==> src/rtl/lbp_cell_histogram.sv <==
// lbp_cell_histogram
// Builds a 59-bin uniform-LBP histogram for one image cell. Raw 8-bit LBP codes
// are mapped to a bin through a registered LUT, then counted in a saturating
// per-bin counter. After CELL_PIXELS codes the histogram is streamed out over a
// valid/ready handshake, and each bin is zeroed as it is sent, so the next cell
// starts from an empty histogram without a separate clear pass.
//
// state   | meaning
// --------+---------------------------------------------------------------
// S_CLEAR | after reset: zero one bin per cycle, bins 0..58
// S_ACCUM | accept codes until CELL_PIXELS have been taken
// S_DRAIN | no new codes; wait for the last increment to commit
// S_DUMP  | stream bins 0..58, clearing each one on its handshake

module lbp_cell_histogram #(
    parameter int CELL_PIXELS = 64,
    parameter int COUNT_WIDTH = 8
) (
    input  logic                   clock,
    input  logic                   reset,
    input  logic                   code_valid,
    input  logic [7:0]             code_in,
    output logic                   code_ready,
    output logic                   hist_valid,
    input  logic                   hist_ready,
    output logic [5:0]             hist_bin,
    output logic [COUNT_WIDTH-1:0] hist_count,
    output logic                   hist_last,
    output logic                   cell_done,
    output logic                   busy
);

    localparam int                     NUM_BINS   = 59;
    localparam logic [5:0]             LAST_BIN   = 6'd58;
    localparam logic [15:0]            PIX_TARGET = 16'(CELL_PIXELS);
    localparam logic [15:0]            PIX_FINAL  = 16'(CELL_PIXELS - 1);
    localparam logic [COUNT_WIDTH-1:0] COUNT_MAX  = '1;

    // Uniform patterns (at most two circular 0/1 transitions) get bins 1..58 in
    // ascending code order; every other code lands in bin 0.
    typedef logic [255:0][5:0] lut_t;

    function automatic lut_t build_lut();
        lut_t       table_v;
        logic [7:0] code_v;
        int         bin_v;
        table_v = '0;
        bin_v   = 1;
        for (int c = 0; c < 256; c++) begin
            code_v = 8'(c);
            if ($countones(code_v ^ {code_v[0], code_v[7:1]}) <= 2) begin
                table_v[code_v] = 6'(bin_v);
                bin_v++;
            end
        end
        return table_v;
    endfunction

    localparam lut_t UNIFORM_LUT = build_lut();

    typedef enum logic [1:0] {
        S_CLEAR,
        S_ACCUM,
        S_DRAIN,
        S_DUMP
    } state_t;

    state_t                 state_q;
    logic [5:0]             ptr_q;
    logic [15:0]            pix_cnt_q;
    logic                   cell_done_q;

    logic [5:0]             lut_bin_q;
    logic                   lut_valid_q;
    logic [5:0]             inc_bin_q;
    logic                   inc_valid_q;

    logic [COUNT_WIDTH-1:0] bins_q [NUM_BINS];

    logic                   in_dump;
    logic                   accept;
    logic                   dump_fire;
    logic [COUNT_WIDTH-1:0] inc_cur;
    logic [COUNT_WIDTH-1:0] inc_count_d;

    assign in_dump   = (state_q == S_DUMP);
    assign code_ready = (state_q == S_ACCUM) && (pix_cnt_q < PIX_TARGET);
    assign accept    = code_valid && code_ready;
    assign dump_fire = in_dump && hist_ready;

    // Stage-2 read happens in the same cycle as the write, so back-to-back hits
    // on one bin always see the previous increment.
    assign inc_cur     = bins_q[inc_bin_q];
    assign inc_count_d = (inc_cur == COUNT_MAX) ? inc_cur : inc_cur + COUNT_WIDTH'(1);

    assign hist_valid = in_dump;
    assign hist_bin   = in_dump ? ptr_q : 6'd0;
    assign hist_count = in_dump ? bins_q[ptr_q] : '0;
    assign hist_last  = in_dump && (ptr_q == LAST_BIN);
    assign cell_done  = cell_done_q;
    assign busy       = (state_q != S_ACCUM);

    // Two-stage pipeline: registered LUT lookup, then the increment stage.
    // Only the valid bits need a reset; the bin fields are qualified by them.
    always_ff @(posedge clock) begin
        if (reset) begin
            lut_valid_q <= 1'b0;
            inc_valid_q <= 1'b0;
        end else begin
            lut_valid_q <= accept;
            inc_valid_q <= lut_valid_q;
        end
        lut_bin_q <= UNIFORM_LUT[code_in];
        inc_bin_q <= lut_bin_q;
    end

    // Bin storage: clear sweep, clear-on-read, or saturating increment.
    // The FSM guarantees the three never overlap, the priority is only a safeguard.
    always_ff @(posedge clock) begin
        if (!reset) begin
            if (state_q == S_CLEAR) begin
                bins_q[ptr_q] <= '0;
            end else if (dump_fire) begin
                bins_q[ptr_q] <= '0;
            end else if (inc_valid_q) begin
                bins_q[inc_bin_q] <= inc_count_d;
            end
        end
    end

    // Cell sequencing: clear sweep, accumulation, drain and readout.
    always_ff @(posedge clock) begin
        if (reset) begin
            state_q     <= S_CLEAR;
            ptr_q       <= 6'd0;
            pix_cnt_q   <= 16'd0;
            cell_done_q <= 1'b0;
        end else begin
            cell_done_q <= 1'b0;
            case (state_q)
                S_CLEAR: begin
                    if (ptr_q == LAST_BIN) begin
                        state_q <= S_ACCUM;
                        ptr_q   <= 6'd0;
                    end else begin
                        ptr_q <= ptr_q + 6'd1;
                    end
                end
                S_ACCUM: begin
                    if (accept) begin
                        pix_cnt_q <= pix_cnt_q + 16'd1;
                        if (pix_cnt_q == PIX_FINAL) begin
                            state_q <= S_DRAIN;
                        end
                    end
                end
                S_DRAIN: begin
                    // Once stage 1 is empty, the last increment commits on this
                    // same edge, so the dump can start next cycle.
                    if (!lut_valid_q) begin
                        state_q     <= S_DUMP;
                        ptr_q       <= 6'd0;
                        cell_done_q <= 1'b1;
                    end
                end
                S_DUMP: begin
                    if (hist_ready) begin
                        if (ptr_q == LAST_BIN) begin
                            state_q   <= S_ACCUM;
                            ptr_q     <= 6'd0;
                            pix_cnt_q <= 16'd0;
                        end else begin
                            ptr_q <= ptr_q + 6'd1;
                        end
                    end
                end
                default: begin
                    state_q <= S_CLEAR;
                    ptr_q   <= 6'd0;
                end
            endcase
        end
    end

endmodule

==> config.mk <==
export PLATFORM = sky130hd
export DESIGN_NAME = lbp_cell_histogram
export DESIGN_NICKNAME = d
export VERILOG_FILES = /design/src/rtl/lbp_cell_histogram.sv
export SDC_FILE = /design/constraint.sdc
export NUM_CORES = 1
export LEC_CHECK = 0
export ABC_AREA = 0
export ABC_CLOCK_PERIOD_IN_PS = 7610
export CAP_MARGIN = 10
export CORE_MARGIN = 2
export CORE_UTILIZATION = 57
export CTS_CLUSTER_DIAMETER = 80
export DETAILED_ROUTE_END_ITERATION = 8
export MAX_ROUTING_LAYER = met4
export PLACE_DENSITY = 0.73
export SLEW_MARGIN = 10
export SYNTH_ARGS = -nofsm -noshare
export SYNTH_HDL_FRONTEND = slang
export SYNTH_SLANG_ARGS = --single-unit
==> constraint.sdc <==
create_clock -name clock -period 7.61 [get_ports clock]
set_input_delay 1.1415 -clock clock [delete_from_list [all_inputs] [get_ports clock]]
set_output_delay 1.1415 -clock clock [all_outputs]
set_load 0.01 [all_outputs]
==> results.yml <==
floorplan:
  die_y_um: 213.6
  num_io_pins: 31
  floorplan.initialDensity_pct: 57.90
  die_w_um: 213.6
  core_area_mm2: 0.04327
  fp.dieArea_mm2: 0.04564
  rows: 76
sta:
  finalCritPeriodShare_pct: 74.65
  maxSlewViolCount: 0
  rsz0062_at_grt: "false"
  fin_tns_setup_ns: 0
  whs_ns: 0.3276
  fin_crit_ns: 5.681
  skew_ns: 0.01796
  hold_viol: 0
  worst_pin_slew_ns: 1.333
  slew_headroom_pct: 10.94
  max_freq_ghz: 0.1760
  setup_viol_count_final: 0
synthesis:
  ys_types: 64
  ys.flop_type: "edfxtp_1"
  synth_area_leaders: "edfxtp_1 (57%), mux4_2 (20%), dfxtp_1 (3.6%), mux2i_1 (3.5%), nor2_1 (1.8%)"
  synth_nets: 1544
  synth_edf_count: 472
  synth-seq-area-share_pct: 60.18
  yosysTopAreaCell: "edfxtp_1"
  syn_area_mm2: 0.02505
  synth.top_cell.area_share_pct: 56.58
  yosysWarnings: 0
  ys_ff_latch: 517
  synth.avg_cell_area_um2: 16.52
  async_flop_share_pct: 0
  syn_inst: 1516
setup_path:
  crit_type: "reg2reg"
  crit_fanout: 38
  start_kind: "flip-flop"
  required_ns: 7.99
  r2r_start: "inc_bin_q[0]$_DFF_P_"
  worstPathArrival_ns: 6.06
  setup.worst_path.end_class: "flip-flop"
  cp-startpoint: "inc_bin_q[0]$_DFF_P_"
route:
  viasPerCell: 6.970
  drc: 0
  wire_per_inst_um: 30.79
  routed_wl_um: 66080
  vias: 14960
  dr.pass1.iters: 8
  antenna_left: 0
  detailedRoute.firstIterationViolations: 2192
clock_network:
  cts_resized: 0
  clk_pin_slew_ns: 0.06
  cts_tree: "yes"
  hold_buffers: 0
  cts_buffers: 51
  cts-root-buf: "clkbuf_16"
  htreeDepth: 2
  clkSinkCount: 517
  clk_path_buf_depth: 3
  cts_setup_buffers: 0
  clk_latency_ns: 0.61
power_and_ir_drop:
  clockPowerShare_pct: 40.4
  comb_power_share_pct: 8.1
  p_per_area_mw_per_mm2: 220.7
  ir_drop_v: 0.0001490
  p_sw_share_pct: 23.30
  p_int_uw: 4654
  p_switching_uw: 1414
  power.share.sequential_pct: 51.5
  p_leak_uw: 0.009065
  total_power_uw: 6068
run_status:
  outcome: "completed"
grt:
  grt_pass1_vias: 14600
  antenna_found_initial: 0
  grtUsageTotal_pct: 30.79
  grt_max_degree: 69
  grt_overflow: 0
  grt_pass1_wl_um: 96630
job:
  cap_violations: 0
placed_design:
  post-dp-hpwl_um: 40780
  place_area_mm2: 0.02588
  gp_congestion: 0.9209
  port_buffers: 30
finish:
  antenna_cells: 0
  num-fill-cells: 2937
  drive_gt1_share_pct: 22.93
  final_nets: 1546
  final_core_util_pct: 63.54
  finalInstanceArea_mm2: 0.02749
  syn2layout_area_growth_pct: 9.740
worst_hold_path:
  min_from: "lut_bin_q[1]$_DFF_P_"
  hold_class: "reg2reg"
==> flip-flops by register name, indices dropped and copies added (netlist names), named ones only <==
signal / cells
lut_valid_q: 1
inc_valid_q: 1
state_q: 2
pix_cnt_q: 16
ptr_q: 6
bins_q: 472
cell_done: 1
lut_bin_q: 6
inc_bin_q: 6
==> layout by cell type, fill, tap and decap left out, drive strengths merged, types with 6 or more instances in the layout <==
cell and n:
a21oi 39, a221oi 12, and2 22, dfxtp 45, buf 27, o21ai 44, o22ai 6, xor2 10
clkbuf 62, ha 16, nand2 79, a31oi 18, o211ai 11, nand3 17, a22oi 23, mux2 8
nand2b 10, nor3 13, mux4 234, mux2i 87, nor2 121, nand3b 7, edfxtp 472, nor2b 7
clkinv 23, clkdlybuf4s50 30, inv 22
==> worst max-delay path, stage by stage, from the launching register on <==
cell and delay, ns:
dfxtp_4 0.85, buf_4 0.62, mux4_1 0.34, mux2i_1 0.08, a221o_1 0.45, o32a_1 0.37
a311o_1 0.39, or4_1 0.78, a311oi_4 1.02, buf_4 0.46
==> cells by family after synthesis <==
family,share of synthesized area (%)
mux,24.99
xor+xnor,0.4196
simple gates,5.894
compound gates,5.310
buf+inv,2.407
fa+ha+maj,0.7992
flops,60.18
==> final cells by class <==
class / instances / area, um^2 / area share (%)
Clock buffer: 62 / 1328 / 4.829
Inverter: 19 / 71.32 / 0.2594
Sequential cell: 517 / 15090 / 54.90
Multi-Input combinational cell: 872 / 9447 / 34.36
Tap cell: 585 / 732.0 / 2.663
Timing Repair Buffer: 57 / 540.5 / 1.966
Clock inverter: 34 / 280.3 / 1.020
==> power by group through the flow <==
stage	logic, uW	clock network [uW]	registers, uW
floorplan	384	0	3130
CTS	485	2470	3130
global route	511	2570	3130
finish	490	2450	3130
detailed placement	483	0	3190
global placement	484	0	3190
==> through the flow <==
step	worst slack, ns	instances
final	1.929	2146
after global routing	1.552	2146
after CTS	1.905	2146
after detailed placement	1.897	2050
after global placement	2.100	2050
after floorplan	1.520	1516
==> routing by layer <==
metal	vias up	global-route usage, %	part of all wire (%)
met5	-	-	0
met3	163	5.111	11
li1	6228	-	-
met2	928	47.46	48
met4	0	10.80	3.5
met1	7639	42.24	37
==> path summary, 6_finish.rpt <==
path              slack, ns                       to  cells past startpoint
setup reg to reg       1.93  bins_q[44][3]$_DFFE_PP_                      9
setup / recovery       1.93  bins_q[44][3]$_DFFE_PP_                      9
hold reg to reg        0.33     inc_bin_q[1]$_DFF_P_                      0
hold / removal         0.33     inc_bin_q[1]$_DFF_P_                      0
==> synth_stat cells (all sizes together) (5+ instances only) <==
cell / n
edfxtp: 472
mux4: 234
nor2: 121
mux2i: 87
nand2: 79
clkbuf: 61
buf: 47
dfxtp: 45
o21ai: 44
a21oi: 39
a22oi: 23
and2: 22
inv: 19
a31oi: 18
nand3: 17
ha: 16
nor3: 13
a221oi: 12
o211ai: 11
nand2b: 10
xor2: 10
mux2: 8
nand3b: 7
nor2b: 7
o22ai: 6
a32oi: 5
and3: 5
nand4: 5
o31ai: 5
or3: 5
No activity file was read; power rests on OpenSTA's default activity.
